File: src/rtl/xbar_pkg.sv
// Shared types for the crossbar response router: chip indices and the
// per-request tracking entry kept in the in-order FIFO.
package xbar_pkg;

  localparam int CHIP_W = 2;
  localparam int SEL_W  = 6;

  typedef logic [CHIP_W-1:0] chip_idx_t;

  localparam chip_idx_t CHIP_ROM    = 2'd0;
  localparam chip_idx_t CHIP_FLASH  = 2'd1;
  localparam chip_idx_t CHIP_PERIPH = 2'd2;
  localparam chip_idx_t CHIP_RAM    = 2'd3;

  // err set means the request never left the router and is answered locally
  typedef struct packed {
    logic      err;
    chip_idx_t chip;
  } resp_entry_t;

endpackage

File: src/rtl/xbar_order_fifo.sv
// Synchronous FIFO of tracking entries; occupancy counter drives full/empty,
// pointers wrap modulo DEPTH. The head entry is read straight from storage.
module xbar_order_fifo
  import xbar_pkg::*;
#(
  parameter int DEPTH = 4
) (
  input  logic                     clk,
  input  logic                     rst_n,
  input  logic                     push,
  input  resp_entry_t              wdata,
  input  logic                     pop,
  output resp_entry_t              head,
  output logic                     full,
  output logic                     empty,
  output logic [$clog2(DEPTH):0]   count
);

  localparam int AW = $clog2(DEPTH);

  resp_entry_t         mem [DEPTH];
  logic [AW-1:0]       wr_ptr;
  logic [AW-1:0]       rd_ptr;
  logic                do_push;
  logic                do_pop;

  assign full    = (count == (AW+1)'(DEPTH));
  assign empty   = (count == '0);
  assign do_push = push && !full;
  assign do_pop  = pop && !empty;
  assign head    = mem[rd_ptr];

  // Pointer and occupancy update; push+pop together leaves count unchanged
  always_ff @(posedge clk or negedge rst_n) begin
    if (!rst_n) begin
      wr_ptr <= '0;
      rd_ptr <= '0;
      count  <= '0;
    end else begin
      if (do_push) wr_ptr <= wr_ptr + 1'b1;
      if (do_pop)  rd_ptr <= rd_ptr + 1'b1;
      if (do_push && !do_pop)      count <= count + 1'b1;
      else if (do_pop && !do_push) count <= count - 1'b1;
    end
  end

  // Entry storage, cleared on reset so the head never shows stale data
  always_ff @(posedge clk or negedge rst_n) begin
    if (!rst_n) begin
      for (int i = 0; i < DEPTH; i++) mem[i] <= '0;
    end else if (do_push) begin
      mem[wr_ptr] <= wdata;
    end
  end

endmodule

File: src/rtl/xbar_resp_router.sv
// Request-forward / response-return router. Requests are steered to the
// decoder-selected chip and logged in order; responses return to the master
// strictly in request order, unmapped requests get a local denied response.
//
// Handshakes: every channel is valid/ready; a transfer happens on a rising
// edge where both are high. valid never depends on ready of the same channel
// except where it is passed through from the other side (m_d_valid from
// s_d_valid of the head chip); stray slave responses are held, never dropped.
module xbar_resp_router
  import xbar_pkg::*;
#(
  parameter int NCHIP = 4,
  parameter int DEPTH = 4,
  parameter int DW    = 64
) (
  input  logic                   clk,
  input  logic                   rst_n,
  input  logic                   m_a_valid,
  output logic                   m_a_ready,
  input  logic                   m_a_hit,
  input  logic [SEL_W-1:0]       m_a_sel,
  output logic [NCHIP-1:0]       s_a_valid,
  input  logic [NCHIP-1:0]       s_a_ready,
  input  logic [NCHIP-1:0]       s_d_valid,
  input  logic [NCHIP*DW-1:0]    s_d_data,
  output logic [NCHIP-1:0]       s_d_ready,
  output logic                   m_d_valid,
  output logic [DW-1:0]          m_d_data,
  output logic                   m_d_denied,
  input  logic                   m_d_ready,
  output logic [$clog2(DEPTH):0] outstanding,
  output logic [15:0]            err_cnt
);

  resp_entry_t a_entry;
  resp_entry_t head;
  logic        fifo_full;
  logic        fifo_empty;
  logic        push;
  logic        pop;
  chip_idx_t   a_chip;
  chip_idx_t   d_chip;

  assign a_chip        = m_a_sel[CHIP_W-1:0];
  assign a_entry.err   = !m_a_hit || (32'(m_a_sel) >= 32'(NCHIP));
  assign a_entry.chip  = a_chip;
  assign d_chip        = head.chip;
  assign push          = m_a_valid && m_a_ready;
  assign pop           = m_d_valid && m_d_ready;

  // A path: steer the request, or absorb it locally when unmapped
  always_comb begin
    s_a_valid = '0;
    m_a_ready = 1'b0;
    if (!fifo_full) begin
      if (a_entry.err) begin
        m_a_ready = 1'b1;
      end else begin
        s_a_valid[a_chip] = m_a_valid;
        m_a_ready         = s_a_ready[a_chip];
      end
    end
  end

  // D path: only the chip recorded at the FIFO head may answer
  always_comb begin
    m_d_valid  = 1'b0;
    m_d_data   = '0;
    m_d_denied = 1'b0;
    s_d_ready  = '0;
    if (!fifo_empty) begin
      if (head.err) begin
        m_d_valid  = 1'b1;
        m_d_denied = 1'b1;
      end else begin
        m_d_valid         = s_d_valid[d_chip];
        m_d_data          = s_d_data[int'(d_chip)*DW +: DW];
        s_d_ready[d_chip] = m_d_ready;
      end
    end
  end

  // Count denied responses delivered to the master, saturating
  always_ff @(posedge clk or negedge rst_n) begin
    if (!rst_n) begin
      err_cnt <= '0;
    end else if (pop && head.err && (err_cnt != 16'hFFFF)) begin
      err_cnt <= err_cnt + 16'd1;
    end
  end

  xbar_order_fifo #(.DEPTH(DEPTH)) u_fifo (
    .clk   (clk),
    .rst_n (rst_n),
    .push  (push),
    .wdata (a_entry),
    .pop   (pop),
    .head  (head),
    .full  (fifo_full),
    .empty (fifo_empty),
    .count (outstanding)
  );

endmodule

File: config.mk
export PLATFORM = sky130hd
export DESIGN_NAME = xbar_resp_router
export DESIGN_NICKNAME = d
export VERILOG_FILES = /design/src/rtl/xbar_pkg.sv /design/src/rtl/xbar_order_fifo.sv /design/src/rtl/xbar_resp_router.sv
export SDC_FILE = /design/constraint.sdc
export NUM_CORES = 1
export LEC_CHECK = 0
export CAP_MARGIN = 20
export CORE_AREA = 2 2 144 146
export CTS_BUF_LIST = sky130_fd_sc_hd__clkbuf_4
export CTS_CLUSTER_DIAMETER = 60
export DETAILED_ROUTE_END_ITERATION = 12
export DIE_AREA = 0 0 146 148
export PLACE_DENSITY = 0.57
export SETUP_SLACK_MARGIN = 0.15
export SLEW_MARGIN = 10
export SYNTH_ARGS = -nofsm -noshare
export SYNTH_HDL_FRONTEND = slang
export SYNTH_SLANG_ARGS = --single-unit
File: constraint.sdc
create_clock -name clk -period 3 [get_ports clk]
set_input_delay 0.6 -clock clk [delete_from_list [all_inputs] [get_ports clk]]
set_output_delay 0.6 -clock clk [all_outputs]
set_load 0.005 [all_outputs]
==> flow_summary.ini, run 1 <==
[logic_synthesis]
synth_area_um2 = 3850
synth-seq-cells = 35
async_flop_share_pct = 100
seq_area_frac_synth_pct = 22.7
syn_nets = 598
ys.flop_type = dfrtp_1
ys_warn_count = 0
ys_types = 34
syn_area_per_cell_um2 = 12.2
synth_cells = 316
synth_edf_count = 0

[detailed_routing]
first_pass_iters = 4
vias_per_cell = 4.50
drc_errors = 0
route.antenna.remaining_nets = 0
wire_per_inst_um = 21.4
dr_total_vias = 4505
drt_wl_total_mm = 21.4
first_iter_violations = 211

[floorplan]
rows = 52
die-area_um2 = 21600
start_util_pct = 19.2
die_h_um = 148
die-width_um = 146
fp.coreArea_um2 = 20000
ioPinCount = 369

[global_route]
grt_pass1_wl_mm = 29.5
grt_start_max_net_pins = 43
antenna_found_initial = 8
grt-ovfl-total = 0
grt_pass1_vias = 4653
grt.total_usage_pct = 17.9

[clock_network]
tritoncts = done
clockBufferDepth = 2
hold_buffers = 0
h-tree-depth = 2
cts.sinks = 35
cts_buffers = 5
clkTransAtPathRegs_ns = 0.11
clockRootBuffer = clkbuf_4
clk_latency_ns = 0.34

[worst_setup_path]
startpoint = u_fifo.rd_ptr[0]
cp_max_fo = 9
cp-end-kind = output port
endpoint = m_d_data[56]
ff2ff_path_depth = 13
r2r_end = u_fifo.count[2]
critical_path_class = reg2out
r2r_start = u_fifo.rd_ptr[0]
cp.arrival_ns = 2.81
worstPathRequired_ns = 2.40
r2r_slack_ns = -0.05
worst_setup_path_start_kind = flip-flop

[place]
dp_slack_ns = -0.192
io_buffers = 368
gp_congestion = 0.914
post-dp-hpwl_mm = 17.2

[pwr]
power.leakage_uw = 0.00340
p_per_area_nw_per_um2 = 876
ir_worst_vdd_mv = 0.417

[sta]
finalHoldViolCount = 0
max_clock_freq_mhz = 293
setup_viol = 71
drv_slew = 0
grt_setup_unrepaired = true
fin_setup_tns_ns = -15.46
slew_headroom_pct = 64.5
worst_pin_slew_ns = 0.532
finalCritPeriodShare_pct = 114
period_minus_slack_ns = 3.41
setup_ws_ns = -0.410
fin_skew_ns = 0.0165

[finish]
nFillCells = 1973
area_delta_synth_final_pct = 119
drive_above_1_share_pct = 31.4
fin_nets = 1007

[run]
cap_violations = 0

[worst_hold_path]
hold_path.class = reg2reg

[outcome]
violations = setup timing
outcome = finished with violations
critical path: stages (launching register included):
cell and delay [ns]:
dfrtp_1 0.40, mux4_4 0.66, buf_12 0.19, buf_16 0.15, mux4_2 0.43, and2_1 0.17, clkdlybuf4s50_1 0.47
layout make-up:
| type | count | area [um2] | share of cell area (%) |
|---|---|---|---|
| antenna | 5 | 12.5 | 0.148 |
| clock buffer | 6 | 45.0 | 0.534 |
| clock inverter | 2 | 7.51 | 0.0890 |
| inverter | 6 | 22.5 | 0.267 |
| multi-input combinational | 250 | 2910 | 34.5 |
| sequential | 35 | 876 | 10.4 |
| tap | 270 | 338 | 4.00 |
| timing repair buffer | 427 | 4220 | 50.0 |
worst min-delay path by stage:
stage               cells after the start     endpoint   startpoint  slack (ns)
floorplan                               0   err_cnt[0]        rst_n        0.30
global placement                        1  err_cnt[14]  err_cnt[14]        0.48
detailed placement                      1  err_cnt[15]  err_cnt[15]        0.49
CTS                                     1  err_cnt[15]  err_cnt[15]        0.51
global route                            1  err_cnt[15]  err_cnt[15]        0.54
finish                                  1  err_cnt[15]  err_cnt[15]        0.51
layer usage:
layer | vias to the layer above | wire length (um) | GRT usage [%]
li1 | 2041 | - | -
met1 | 2251 | 8500 | 21.7
met2 | 189 | 11200 | 31.8
met3 | 20 | 1410 | 4.72
met4 | 4 | 269 | 4.47
met5 | - | 26 | 0
sequential cells by signal, indices dropped and copies added (netlist names):
name,flops
u_fifo.wr_ptr,2
u_fifo.rd_ptr,2
err_cnt,16
u_fifo.count,3
u_fifo.mem,12
cell families after synthesis:
family	count (synthesis)	share of synthesized area, %
simple gates	124	18.2
mux	88	45.5
xor+xnor	21	4.77
compound gates	10	1.72
fa+ha+maj	7	2.47
buf+inv	31	4.67
flops	35	22.7
per-stage QoR:
step           util (%)  instances  power, uW  hold WS (ns)  instance area [um2]
2_1_floorplan         -        316       4210         0.304                 3860
3_3_place_gp       39.9        954       6050         0.479                 8000
3_5_place_dp       39.9        954       6120         0.489                 8000
4_1_cts            40.4        966       6390         0.511                 8090
5_1_grt            42.1       1000       7930         0.540                 8430
6_report           42.1       1001       7390         0.507                 8440
Yosys cell counts (2+ instances only):
library cell  number  area [um2]
nand3_1            8        40.0
clkbuf_1          12        45.0
xnor2_1           17         149
inv_1              6        22.5
a21oi_1            3        15.0
nor3_1             5        25.0
buf_6              3        33.8
buf_2              7        35.0
nand2_1           19        71.3
nor2_1            10        37.5
nor4_1             4        25.0
mux2_2            17         191
mux4_2            68        1530
nor2b_1            2        12.5
and4_1             2        17.5
and2_1            65         407
nand4_1            5        31.3
o21ai_0            2        10.0
mux2i_1            3        30.0
xor2_1             4        35.0
buf_12             2        40.0
dfrtp_1           35         876
ha_1               6        75.1
timing repair:
item	4_1_cts	5_1_grt
endpoints found under the setup margin	77	75
pin swaps	3	8
gates cloned	0	8
setup buffers	4	22
gates resized for setup	26	119
cells in the final DEF, fill, tap and decap left out, types with 3 or more instances in the layout:
cell             instances
clkdlybuf4s50_1        316
xnor2_1                 17
dlymetal6s2s_1           7
a21oi_1                  3
inv_1                    5
mux4_2                  66
clkdlybuf4s15_2          4
clkbuf_4                 6
mux2_2                  17
and2_1                  40
buf_4                   39
buf_12                   6
nor3_1                   4
xor2_1                   4
nor2_1                   9
nand4_1                  5
clkbuf_16                6
nand3_1                  8
and2_4                  25
dfrtp_1                 35
dlygate4sd2_1            4
buf_6                    9
diode_2                  5
ha_1                     5
clkbuf_2                34
mux2i_1                  3
nand2_1                 17
power breakdown:
part           switching [uW]  total, uW  internal [uW]
combinational            2320       6330           4000
sequential                178        814            637
clock                     153        249           95.9
Power figures use the tool's default switching activity.
==> inputs of run 2 (changes only) <==
--- a/config.mk
+++ b/config.mk
@@ -13,6 +13,7 @@
 export DIE_AREA = 0 0 146 148
 export PLACE_DENSITY = 0.57
 export SETUP_SLACK_MARGIN = 0.15
+export SKIP_LAST_GASP = 1
 export SLEW_MARGIN = 10
 export SYNTH_ARGS = -nofsm -noshare
 export SYNTH_HDL_FRONTEND = slang
==> flow_summary.ini, run 2 (synthesis gave the netlist of run 1 again) <==
[floorplan]
fp.coreArea_um2 = 20000
start_util_pct = 19.2
die-width_um = 146
rows = 52
ioPinCount = 369
die_h_um = 148
die-area_um2 = 21600

[place]
gp_congestion = 0.914
io_buffers = 368
dp_slack_ns = -0.192
post-dp-hpwl_mm = 17.2
place_area_um2 = 8000

[worst_setup_path]
critical_path_class = reg2out
cp-end-kind = output port
worst_setup_path_start_kind = flip-flop
worstPathRequired_ns = 2.40
cp.arrival_ns = 2.73
cp_max_fo = 7
slowest_delay_ns = 0.72
path_cells = mux4_4 -> buf_12 -> buf_12 -> buf_8 -> clkbuf_16 -> mux4_2 -> and2_4 -> buf_6
worst_path_max_delay_cell = mux4_4
crit_top_cell = buf_12

[detailed_routing]
first_iter_violations = 145
route.antenna.remaining_nets = 0
drc_errors = 0
first_pass_iters = 4
dr_total_vias = 4431
drt_wl_total_mm = 21.0
vias_per_cell = 4.48
wire_per_inst_um = 21.3

[sta]
setup_ws_ns = -0.331
slew_headroom_pct = 64.5
period_minus_slack_ns = 3.33
finalHoldViolCount = 0
max_clock_freq_mhz = 300
drv_slew = 0
worst_pin_slew_ns = 0.532
grt_setup_unrepaired = true
finalCritPeriodShare_pct = 111
setup_viol = 67
fin_skew_ns = 0.0175
whs_ns = 0.507

[global_route]
grt_pass1_wl_mm = 29.4
grt_pass1_vias = 4647
grt_start_max_net_pins = 43
grt.total_usage_pct = 17.9
antenna_found_initial = 8
grt-ovfl-total = 0

[clock_network]
clk_latency_ns = 0.34
clkTransAtPathRegs_ns = 0.11
cts.sinks = 35
clockBufferDepth = 2
clockRootBuffer = clkbuf_4
h-tree-depth = 2
tritoncts = done
hold_buffers = 0
cts_buffers = 5

[outcome]
violations = setup timing
outcome = finished with violations

[worst_hold_path]
hold_path.class = reg2reg

[finish]
reg_top3 = err_cnt x16, u_fifo.mem x12, u_fifo.count x3
area_delta_synth_final_pct = 119
final_common_cell = clkdlybuf4s50_1
regMostFlops = err_cnt
final_cell_mix = clkdlybuf4s50_1 (293), mux4_2 (66), and2_1 (41)
drive_above_1_share_pct = 30.8
fin_nets = 995
post-route-cell-area_um2 = 8450
largest_register_ff_count = 16

[pwr]
internal_power_uw = 4710
p_sw_share_pct = 35.9
p_seq_share_pct = 11.1
p_per_area_nw_per_um2 = 869
fin_total_pwr_uw = 7340
power.leakage_uw = 0.00368
pwr-share-clk_pct = 3.4
pwr-share-comb_pct = 85.5
ir_worst_vdd_mv = 0.415
power_switching_uw = 2630

[run]
cap_violations = 0
## run 2: changes by cell type in the layout (fill, tap and decap cells not counted), sizes merged
cell           delta
dlymetal6s2s     +18
dlygate4sd2       +1
clkdlybuf4s50    -23
buf               +2
clkbuf            -9
clkdlybuf4s15     -1
## run 2: timing repair
item                                    in CTS  in global routing
hold endpoints to repair                     0                  0
pin swaps                                    3                 36
gates cloned                                 0                  7
endpoints found under the setup margin      77                 75
resized for setup                           20                183
buffers inserted                             4                 11
## run 2: worst max-delay path: cells and delay by family, from the launching register on
family                 cells  cell delay, ns
buffers and inverters      5            0.68
flip-flops                 1            0.40
multiplexers               2            1.15
AND/OR/NAND/NOR            1            0.16
## run 2: path summary, 6_finish.rpt
| check | end | start | slack [ns] | depth (start not counted) |
|---|---|---|---|---|
| max | m_d_data[10] | u_fifo.rd_ptr[0] | -0.33 | 8 |
| min | err_cnt[15] | err_cnt[15] | 0.51 | 1 |
| max reg2reg | u_fifo.count[2] | u_fifo.rd_ptr[0] | -0.08 | 13 |
| min reg2reg | err_cnt[15] | err_cnt[15] | 0.51 | 1 |
| max in group asynchronous | u_fifo.mem[6] | rst_n | 2.00 | 2 |
| min in group asynchronous | err_cnt[8] | rst_n | 0.66 | 2 |
## run 2: metal layers
layer	global-route usage, %	vias up	share of wire, %
li1	-	2014	-
met1	21.6	2194	40
met2	31.7	201	53
met3	4.72	18	6.7
met4	4.47	4	0.95
met5	0	-	0.12
## run 2: power by group through the flow
stage	combinational (uW)	clock [uW]	sequential, uW
after CTS	5330	260	814
after global placement	5240	0	807
after global routing	6750	283	844
after floorplan	3440	0	772
after detailed placement	5300	0	821
final	6280	248	815
## run 2: layout make-up
class / count / area, um2
multi-input combinational: 250 / 2920
clock inverter: 2 / 7.51
inverter: 6 / 22.5
sequential: 35 / 876
clock buffer: 6 / 45.0
timing repair buffer: 415 / 4240
fill: 1962 / 11600
tap: 270 / 338
antenna: 5 / 12.5
## run 2: through the flow
step           std cells  TNS (ns)  util [%]
5_1_grt              988    -19.71      42.2
2_1_floorplan        316         0         -
3_5_place_dp         954    -0.814      39.9
4_1_cts              966    -25.28      40.4
3_3_place_gp         954    -0.479      39.9
6_report             989    -12.96      42.2
==> inputs of run 3 (changes only) <==
--- a/config.mk
+++ b/config.mk
@@ -18,3 +18,4 @@
 export SYNTH_ARGS = -nofsm -noshare
 export SYNTH_HDL_FRONTEND = slang
 export SYNTH_SLANG_ARGS = --single-unit
+export TNS_END_PERCENT = 50
==> flow_summary.ini, run 3 (synthesis gave the netlist of run 1 again) <==
[floorplan]
die-width_um = 146
start_util_pct = 19.2
rows = 52
ioPinCount = 369
die_h_um = 148
fp.coreArea_um2 = 20000
die-area_um2 = 21600

[outcome]
outcome = finished with violations
violations = setup timing

[sta]
setup_viol = 72
worst_pin_slew_ns = 0.717
finalHoldViolCount = 0
drv_slew = 0
period_minus_slack_ns = 3.32
finalCritPeriodShare_pct = 111
setup_ws_ns = -0.323
slew_headroom_pct = 51.8
fin_skew_ns = 0.0199
grt_setup_unrepaired = true
max_clock_freq_mhz = 301

[worst_setup_path]
crit_top_cell = buf_12
ff2ff_path_depth = 13
worstPathRequired_ns = 2.40
critical_path_class = reg2out
cp.arrival_ns = 2.72
r2r_start = u_fifo.rd_ptr[0]
r2r_slack_ns = -0.06
worst_setup_path_start_kind = flip-flop
cp_max_fo = 7
worst_path_max_delay_cell = mux4_4
r2r_end = u_fifo.count[2]
cp-end-kind = output port
slowest_delay_ns = 0.72
path_cells = mux4_4 -> buf_12 -> buf_12 -> buf_8 -> clkbuf_16 -> mux4_2 -> and2_4 -> buf_6

[global_route]
antenna_found_initial = 8
grt_start_max_net_pins = 43
grt.total_usage_pct = 17.8
grt-ovfl-total = 0
grt_pass1_vias = 4610
grt_pass1_wl_mm = 29.3

[finish]
regMostFlops = err_cnt
final_cell_mix = clkdlybuf4s50_1 (303), mux4_2 (66), and2_1 (49)
drive_above_1_share_pct = 25.8
reg_top3 = err_cnt x16, u_fifo.mem x12, u_fifo.count x3
largest_register_ff_count = 16
area_delta_synth_final_pct = 118
fin_nets = 991
stdcell_count = 985
final_common_cell = clkdlybuf4s50_1

[place]
post-dp-hpwl_mm = 17.2
io_buffers = 368
gp_congestion = 0.914
placedCellCount = 954

[clock_network]
tritoncts = done
cts.sinks = 35
clk_latency_ns = 0.34
h-tree-depth = 2
clockRootBuffer = clkbuf_4
clkTransAtPathRegs_ns = 0.11
clockBufferDepth = 2
cts_buffers = 5

[run]
cap_violations = 0

[detailed_routing]
route.antenna.remaining_nets = 0
dr_total_vias = 4406
drc_errors = 0
first_pass_iters = 4
vias_per_cell = 4.47
wire_per_inst_um = 21.3
drt_wl_total_mm = 20.9
first_iter_violations = 169

[worst_hold_path]
worstHoldEndpoint = err_cnt[15]
hold_start = err_cnt[15]
hold_path_depth = 1
hold_path.class = reg2reg

[pwr]
fin_total_pwr_uw = 7180
ir_worst_vdd_mv = 0.411
p_per_area_nw_per_um2 = 853
power.leakage_uw = 0.00382
[run 3: critical path: cells and delay by family, from the launching register on]
family	cells	cell delay, ns
DFF	1	0.40
buffers and inverters	5	0.68
muxes	2	1.15
and+or+nand+nor	1	0.15
[run 3: metrics by stage]
step / utilization, % / worst slack [ns] / hold slack, ns / TNS (ns) / cell area (um2)
final: 42.0 / -0.323 / 0.512 / -14.62 / 8420
after global routing: 42.0 / -0.421 / 0.540 / -22.69 / 8420
after CTS: 40.2 / -0.435 / 0.511 / -26.40 / 8050
after detailed placement: 39.9 / -0.192 / 0.489 / -0.814 / 8000
after global placement: 39.9 / -0.172 / 0.479 / -0.479 / 8000
after floorplan: - / 0.136 / 0.304 / 0 / 3860
[run 3: routing by layer]
layer  vias to the layer above  track usage [%]  part of all wire (%)
met5                         -                0                  0.13
li1                       2001                -                     -
met4                         4             4.47                   1.2
met1                      2172             21.6                    39
met3                        18             4.69                   7.4
met2                       211             31.6                    53
[run 3: layout make-up]
class / instances / area [um2]
diodes: 5 / 12.5
repair buffers: 411 / 4270
multi-input cells: 250 / 2850
clock inverters: 2 / 7.51
fillers: 1958 / 11600
clock buffers: 6 / 45.0
inverters: 6 / 22.5
flip-flops and latches: 35 / 876
well taps: 270 / 338
[run 3: worst max-delay path by stage]
| stage | start | endpoint | cells past startpoint |
|---|---|---|---|
| after global placement | s_d_valid[2] | m_d_valid | 6 |
| after global routing | u_fifo.rd_ptr[0] | m_d_data[33] | 8 |
| after floorplan | u_fifo.rd_ptr[0] | u_fifo.count[1] | 12 |
| after CTS | u_fifo.rd_ptr[0] | m_d_data[42] | 5 |
| after detailed placement | s_d_valid[2] | m_d_valid | 6 |
| final | u_fifo.rd_ptr[0] | m_d_data[24] | 8 |
[run 3: report_power, final]
part | internal [uW] | total [uW] | leakage [uW] | switching (uW)
Clock | 95.9 | 248 | 0.0000308 | 153
Combinational | 3890 | 6120 | 0.00336 | 2240
Sequential | 637 | 810 | 0.000427 | 174
Total | 4620 | 7180 | 0.00382 | 2560
[run 3: repair_timing]
item,in CTS,in global routing
pin swaps,0,20
gates resized for setup,1,142
setup endpoints to repair,77,77
hold buffers,0,0
cloned,0,7
buffers inserted,0,11
